### config.mk
export PLATFORM = sky130hd
export DESIGN_NAME = dmem_ctrl
export DESIGN_NICKNAME = d
export VERILOG_FILES = /design/src/rtl/dmem_ctrl.sv
export SDC_FILE = /design/constraint.sdc
export NUM_CORES = 1
export LEC_CHECK = 0
export CORE_ASPECT_RATIO = 0.9
export CORE_UTILIZATION = 38
export CTS_CLUSTER_SIZE = 28
export DETAILED_ROUTE_END_ITERATION = 6
export HOLD_SLACK_MARGIN = 0.08
export PLACE_DENSITY = 0.78
export SLEW_MARGIN = 0
export SYNTH_ARGS = -nofsm -noshare
export SYNTH_HDL_FRONTEND = slang
export SYNTH_SLANG_ARGS = --single-unit
### constraint.sdc
create_clock -name clk -period 1.5 [get_ports clk]
set_clock_uncertainty 0.15 [all_clocks]
set_input_delay 0.3 -clock clk [delete_from_list [all_inputs] [get_ports clk]]
set_output_delay 0.3 -clock clk [all_outputs]
set_load 0.05 [all_outputs]
### src/rtl/dmem_ctrl.sv
// Data-memory controller: turns one EXE-stage load/store into a request/grant/rvalid bus transaction.
// Optional build macro MISALIGN_CHK_EN: trap misaligned half/word accesses instead of issuing them.
module dmem_ctrl #(
    parameter int XLEN = 32
) (
    input  logic            clk,
    input  logic            reset,
    input  logic            adr_v_i,
    input  logic [XLEN-1:0] adr_i,
    input  logic            is_store_i,
    input  logic [XLEN-1:0] store_data_i,
    input  logic [2:0]      access_size_i,
    output logic [XLEN-1:0] load_data_o,
    output logic            stall_o,
    output logic            misalign_o,
    output logic            dmem_req_o,
    output logic            dmem_we_o,
    output logic [XLEN-1:0] dmem_adr_o,
    output logic [3:0]      dmem_be_o,
    output logic [XLEN-1:0] dmem_wdata_o,
    input  logic            dmem_gnt_i,
    input  logic            dmem_rvalid_i,
    input  logic [XLEN-1:0] dmem_rdata_i
);

    typedef enum logic [1:0] {
        IDLE,
        REQ,
        RSP,
        DONE
    } state_t;

    state_t          state;
    logic [1:0]      off_q;
    logic            req_q;
    logic            we_q;
    logic [3:0]      be_q;
    logic [XLEN-1:0] adr_q;
    logic [XLEN-1:0] wdata_q;
    logic [XLEN-1:0] load_data_q;

    logic [1:0]      off;
    logic [3:0]      be_nxt;
    logic [XLEN-1:0] wdata_nxt;

    assign off       = adr_i[1:0];
    assign wdata_nxt = store_data_i << {off, 3'b000};

    // Half enables shifted past lane 3 are dropped by the 4-bit result width.
    always_comb begin
        be_nxt = 4'b1111;
        case (access_size_i)
            3'b001:  be_nxt = 4'b0001 << off;
            3'b010:  be_nxt = 4'b0011 << off;
            default: be_nxt = 4'b1111;
        endcase
    end

`ifdef MISALIGN_CHK_EN
    logic misaligned;
    assign misaligned = (access_size_i == 3'b010 && off[0]) ||
                        (access_size_i == 3'b100 && off != 2'b00);
    assign misalign_o = (state == IDLE) && adr_v_i && misaligned;
`else
    assign misalign_o = 1'b0;
`endif

    // Stall must rise in the acceptance cycle itself, so it cannot be registered.
    assign stall_o = (state == REQ) || (state == RSP) || (state == IDLE && adr_v_i);

    // NOTE: every register here is state, so all assignments are non-blocking.
    always_ff @(posedge clk) begin
        if (reset) begin
            state       <= IDLE;
            off_q       <= '0;
            req_q       <= 1'b0;
            we_q        <= 1'b0;
            be_q        <= '0;
            adr_q       <= '0;
            wdata_q     <= '0;
            load_data_q <= '0;
        end else begin
            case (state)
                IDLE: begin
                    if (adr_v_i) begin
                        adr_q   <= {adr_i[XLEN-1:2], 2'b00};
                        wdata_q <= wdata_nxt;
                        off_q   <= off;
`ifdef MISALIGN_CHK_EN
                        if (misaligned) begin
                            load_data_q <= '0;
                            state       <= DONE;
                        end else begin
                            req_q <= 1'b1;
                            we_q  <= is_store_i;
                            be_q  <= be_nxt;
                            state <= REQ;
                        end
`else
                        req_q <= 1'b1;
                        we_q  <= is_store_i;
                        be_q  <= be_nxt;
                        state <= REQ;
`endif
                    end
                end
                REQ: begin
                    if (dmem_gnt_i) begin
                        req_q <= 1'b0;
                        we_q  <= 1'b0;
                        be_q  <= '0;
                        state <= we_q ? DONE : RSP;
                    end
                end
                RSP: begin
                    if (dmem_rvalid_i) begin
                        load_data_q <= dmem_rdata_i >> {off_q, 3'b000};
                        state       <= DONE;
                    end
                end
                // adr_v_i seen here still belongs to the completing instruction.
                DONE: state <= IDLE;
                default: state <= IDLE;
            endcase
        end
    end

    assign dmem_req_o   = req_q;
    assign dmem_we_o    = we_q;
    assign dmem_be_o    = be_q;
    assign dmem_adr_o   = adr_q;
    assign dmem_wdata_o = wdata_q;
    assign load_data_o  = load_data_q;

endmodule

==> results of run 1 <==
==> power by group through the flow <==
stage / clock [mW] / combinational [mW] / sequential (mW)
after detailed placement: 0 / 6.58 / 3.88
final: 2.39 / 8.14 / 3.86
after floorplan: 0 / 2.00 / 5.13
after global placement: 0 / 6.43 / 3.86
after global routing: 2.52 / 8.48 / 3.90
after CTS: 2.43 / 6.94 / 3.83
==> state kept, by name (all words and copies together) (netlist names) <==
signal,flops
dmem_req_o,1
off_q,2
state,2
dmem_adr_o,30
dmem_be_o,4
load_data_o,32
dmem_wdata_o,32
dmem_we_o,1
==> worst paths after layout <==
check | start | endpoint | slack, ns | depth (start not counted)
worst max-delay path | state[0] | state[0] | -0.28 | 8
worst min-delay path | reset | dmem_be_o[0] | 0.18 | 3
worst max register to register | state[0] | state[0] | -0.28 | 8
worst min register to register | load_data_o[1] | load_data_o[1] | 0.35 | 2
==> layout by cell type (no fill, tap or decap), types with 4 or more instances in the layout <==
cell / instances
nand2_2: 10
nor2_2: 10
buf_4: 57
nor2_1: 47
a22oi_1: 14
a21oi_2: 28
clkdlybuf4s50_1: 102
a221oi_1: 4
nand2_1: 68
nand2_4: 20
a22oi_2: 18
nor3_4: 4
a21oi_1: 23
dfxtp_1: 101
nor3_1: 7
mux2_4: 5
mux2_2: 27
a222oi_1: 8
mux2i_1: 17
clkbuf_16: 15
o211ai_1: 16
buf_12: 112
buf_6: 16
a221oi_2: 5
==> critical path, cell delays in order, from the launching register on <==
cell      delay [ns]
dfxtp_4         0.35
inv_4           0.06
ha_4            0.15
buf_4           0.11
buf_6           0.10
nor2b_2         0.30
nor3_4          0.09
buf_4           0.15
a221oi_2        0.22
==> through the flow <==
step | worst slack [ns] | total power, mW | instances
3_3_place_gp | -0.539 | 10.3 | 895
6_report | -0.276 | 14.4 | 944
2_1_floorplan | 0.00900 | 7.12 | 519
5_1_grt | -0.318 | 14.9 | 944
3_5_place_dp | -0.653 | 10.5 | 895
4_1_cts | -0.267 | 13.2 | 922
==> layer usage <==
layer,share of wire [%],GRT usage (%)
met1,38,28.9
met2,51,45.9
met3,6.0,6.44
met4,4.6,13.4
met5,0,0
==> repair_timing <==
| item | 4_1_cts | 5_1_grt |
|---|---|---|
| pin swaps | 19 | 47 |
| resized for setup | 33 | 124 |
| setup endpoints to repair | 89 | 105 |
| cloned | 3 | 6 |
| buffers inserted | 12 | 17 |
==> cells in the mapped netlist, types with 2 or more instances <==
cell / instances
a21o_1: 2
a21oi_1: 51
a221oi_1: 9
a222oi_1: 8
a22oi_1: 32
and2_1: 2
buf_2: 16
buf_4: 6
clkbuf_1: 16
dfxtp_1: 104
ha_1: 4
inv_1: 4
mux2_2: 31
mux2i_1: 17
nand2_1: 98
nand2b_1: 3
nor2_1: 58
nor2b_1: 7
nor3_1: 9
nor3_2: 2
nor3_4: 2
o211ai_1: 16
o21ai_0: 5
o2bb2ai_1: 3
==> area by class of cell <==
class | count | area share, %
tap | 156 | 2.06
multi-input combinational | 369 | 29.7
timing repair buffer | 295 | 42.7
clock inverter | 5 | 0.567
clock buffer | 10 | 2.64
sequential | 104 | 22.1
inverter | 5 | 0.251
==> kinds of logic (layout without fill, tap and decap cells) <==
kind of cell / count (synthesis) / after routing
AND/OR/NAND/NOR: 183 / 184
AO/OA/AOI/OAI: 129 / 129
adder cells (fa/ha/maj): 4 / 4
multiplexers: 49 / 49
buffers and inverters: 47 / 315
flip-flops: 104 / 104
other: 1 / 3
==> run summary, run 1 <==
Width of the die -> 117 um
Pin count of the biggest net entering global routing -> 63
Pins Over Slew Limit -> 0
Clock Tree Buf Depth -> 2
Vias post-DR -> 5160
Register bit count reported by yosys -> 104
WL/cell -> 19.5 um
# fillers -> 647
Synth Area in XOR/XNOR -> 0%
Sequential power share -> 26.8%
Pwr dens -> 1520 nW/um^2
EDFF count, synth -> 0
WP data required -> 1.60 ns
CTS buffer count -> 9
Final instance area -> 9480 um^2
1st-iter DRT viols -> 279
Post-DRT Antenna Nets -> 0
Fmax -> 563 MHz
Worst Path Arrival -> 1.87 ns
Hold slack -> 0.182 ns
CP Max Fanout -> 4
DRC -> 0
First-pass detailed-route iteration total -> 5
Setup_tns -> -13.53 ns
Failing checks -> negative setup slack
Comb power frac -> 56.6%
RSZ-0062 raised after global routing -> yes
Vias in the first global route -> 5113
Syn avg cell area -> 8.79 um^2
First-pass GRT wire length -> 25000 um
Outcome -> finished, violations left
Synth Instances -> 517
GP Congestion -> 0.895
Yosys warning total -> 0
Antenna violations before repair -> 0
Synth top area cells -> dfxtp_1, nand2_1, mux2_2, a21oi_1, a22oi_1
Worst Tran Pin Value -> 0.647 ns
Post-synthesis mux area share -> 11.8%
Boundary Pins -> 209
Final hold violation count -> 0
Area used by multi-input combinational logic -> 2810 um^2
Setup crit end kind -> register
CP Launch Type -> register
CTS Sinks -> 104
Post-detail-place hpwl -> 12000 um
Hold Path Class -> primary input to register
Port bufs -> 205
Fin nets -> 893
Initial core utilization -> 39.4%
Worst-path clk slew -> 0.07 ns
Setup CP Type -> register to register
Largest family of logic cells by synthesized area -> compound AO/OA/AOI/OAI gates
Synth Cell Area -> 4540 um^2
Die H -> 106 um
Sw Ratio -> 39.8%
Vias per cell -> 5.47
Complex-gate fraction of the synthesized area -> 19.0%
Seq/Total Area, Yosys -> 45.8%
Yosys cell types -> 36
GR Util All Layers -> 26.2%
Layout area overhead -> 109%
Layout cells sized above 1 -> 45.4%
Final WL -> 18400 um
Placed inst area -> 8230 um^2
Setup violators final -> 93
Worst Setup Slack, final -> -0.276 ns
Leading area contributor after synthesis -> dfxtp_1
Max-Cap Viols -> 0
H-tree depth -> 3
Maximum vdd drop -> 0.903 mV
Total grt overflow -> 0
Synth top area share -> 45.8%
Finished Core Util -> 82.3%
Antenna fix cells -> 0
Tcrit/Tclk final -> 118%
Placeable core region -> 11500 um^2
CTS tree -> built
Worst skew pair latency -> 0.34 ns
Hold Buf Count CTS -> 0
Synth async-reset ratio -> 0%
Min Tclk post-route -> 1.78 ns
Reg area -> 2090 um^2
Power share of the clock group -> 16.6%
Num rows -> 37
Clock root buffer -> clkbuf_16
Synth Area in Simple Gates -> 17.0%
Adder-cell share of the synthesized area -> 1.10%
Ys flop type -> dfxtp_1
Internal power -> 8.67 mW
Die area -> 12400 um^2
Lkg Pwr -> 3.74 nW
Normalized max-slew margin -> 56.7%
Switching power -> 5.72 mW
(Power assumes the default switching activity.)
==> inputs of run 2 (changes only) <==
- CORE_UTILIZATION: 38 -> 45
- PLACE_DENSITY: 0.78 -> 0.86
- clock period: 1.5 -> 2.1 ns (I/O delays scaled with it)
==> run 2 against run 1 <==
The run now ends clean. Final area decreased by 28%. Sequential share of layout area rose by 8.3 points. Core utilization is 12 points lower. Worst hold slack better by 0.13 ns. Critical path depth decreased by 3. Wire length decreased by 24%. Critical path type is now register to primary output. Largest power group unchanged.
==> run summary, run 2 (synthesis results as in run 1) <==
WL met1 -> 5480 um
Die area -> 10500 um^2
Placeable core region -> 9740 um^2
Clock root buffer -> clkbuf_8
Hold path cells -> 2
Placed inst area -> 6690 um^2
Total grt overflow -> 0
Worst path cell trace -> inv_1 > ha_4 > nand2_4 > nand2b_1 > buf_12
RSZ-0062 raised after global routing -> no
RR Startpoint -> state[1]
Max layer used -> met4
Maximum vdd drop -> 0.696 mV
CP Max Fanout -> 8
DRC -> 0
Pwr dens -> 1050 nW/um^2
Post-detail-place hpwl -> 10200 um
Num rows -> 34
Port bufs -> 205
Width of the die -> 108 um
Max-Cap Viols -> 0
Hold Path Class -> register to register
1st-iter DRT viols -> 295
Antenna fix cells -> 0
Commonest non-fill, non-tap cells in the layout -> dfxtp_1, clkdlybuf4s50_1, nand2_1, dlygate4sd2_1, nor2_1
Worst Path Arrival -> 1.42 ns
Outcome -> finished, final reports clean
Boundary Pins -> 209
CTS Sinks -> 104
Hold Buf Count CTS -> 0
Min Tclk post-route -> 1.99 ns
Setup crit end kind -> primary output
Critical R2R Capture -> state[0]
Final instance area -> 6860 um^2
Met2 WL -> 7000 um
Antenna violations before repair -> 0
Post-DRT Antenna Nets -> 0
Vias post-DR -> 4701
Setup violators final -> 0
Layout area overhead -> 51.0%
Cell family with most CP delay -> flip-flops
Final hold violation count -> 0
Post-Place Cells -> 824
Register-to-Register Path Depth -> 6
WP data required -> 1.53 ns
Setup CP Type -> register to primary output
Hold path start -> load_data_o[4]
GR Util All Layers -> 26.2%
Reg2Reg Setup Slack -> 0.25 ns
CP Launch Type -> register
GP Congestion -> 0.849
CTS buffer count -> 9
Pin count of the biggest net entering global routing -> 53
Buf/Inv on CP -> 2
Final std cells w/o fill -> 840
Vias per cell -> 5.60
First-pass GRT wire length -> 21900 um
Lkg Pwr -> 3.24 nW
Worst Tran Pin Value -> 0.707 ns
Worst-path clk slew -> 0.10 ns
Hold endpoint -> load_data_o[4]
Worst skew pair latency -> 0.36 ns
Slowest CP cell -> dfxtp_2
Clock Tree Buf Depth -> 2
Pins Over Slew Limit -> 0
Vias in the first global route -> 4571
Max stage delay on crit path -> 0.35 ns
Fin nets -> 818
Normalized max-slew margin -> 52.8%
# Post-CTS Setup Buffers -> 0
Layout cells sized above 1 -> 12.6%
Tcrit/Tclk final -> 94.8%
Hold slack -> 0.311 ns
H-tree depth -> 3
First-pass detailed-route iteration total -> 5
Fmax -> 502 MHz
Initial core utilization -> 46.6%
Die H -> 97.3 um
Final WL -> 13900 um
CTS tree -> built
Met3 routed WL -> 1090 um
WL/cell -> 16.6 um
-- run 2: cell count changes in the layout (fill, tap and decap cells not counted), moves of 11 or more --
cell,before,now
a21oi_1,23,51
a21oi_2,28,0
a22oi_1,14,32
a22oi_2,18,0
buf_12,112,5
buf_4,57,25
buf_6,16,0
clkbuf_16,15,0
dlygate4sd2_1,1,65
dlymetal6s2s_1,0,23
nand2_1,68,97
nand2_4,20,1
nor2_1,47,58
-- run 2: power by group --
group / switching (mW) / internal [mW]
logic: 2.33 / 1.21
clock network: 0.707 / 0.442
registers: 0.208 / 2.32
total: 3.25 / 3.97
-- run 2: how the worst max path moves through the flow --
stage / startpoint / slack, ns / cells after the start / endpoint
after CTS: dmem_adr_o[14] / 0.0001 / 1 / dmem_adr_o[14]
final: state[1] / 0.11 / 5 / stall_o
after detailed placement: adr_i[0] / -0.18 / 5 / dmem_wdata_o[17]
after floorplan: state[0] / 0.15 / 5 / stall_o
after global placement: adr_i[0] / -0.04 / 5 / dmem_wdata_o[22]
after global routing: state[1] / 0.04 / 5 / stall_o
-- run 2: area by class of cell --
cell class	count	area, um^2
tap	126	158
clock buffer	9	124
timing repair buffer	221	2180
sequential	104	2080
fill	792	2880
multi-input combinational	368	2250
inverter	5	18.8
clock inverter	7	52.6
-- run 2: tightest hold or removal path: cells and delay by family (launching register included) --
family	cells	cell delay (ns)
compound gates	1	0.05
flops	1	0.32
simple gates	1	0.05
-- run 2: per-stage QoR --
step	setup slack (ns)	power, mW	TNS (ns)	util (%)
2_1_floorplan	0.149	4.94	0	-
5_1_grt	0.0359	7.59	0	70.5
3_5_place_dp	-0.181	6.21	-1.38	68.7
6_report	0.109	7.22	0	70.5
3_3_place_gp	-0.0422	6.12	-0.304	68.7
4_1_cts	0.000135	7.25	0	69.9
-- run 2: repair_timing --
action | 4_1_cts | 5_1_grt
gates resized for setup | 68 | 25
endpoints found under the hold margin | 0 | 0
pin swaps | 0 | 0
setup endpoints to repair | 66 | 24
-- run 2: per-layer routing --
layer	vias to the layer above	track usage [%]
li1	2189	-
met1	2245	30.3
met2	229	46.4
met3	38	6.51
met4	0	9.17
met5	-	0
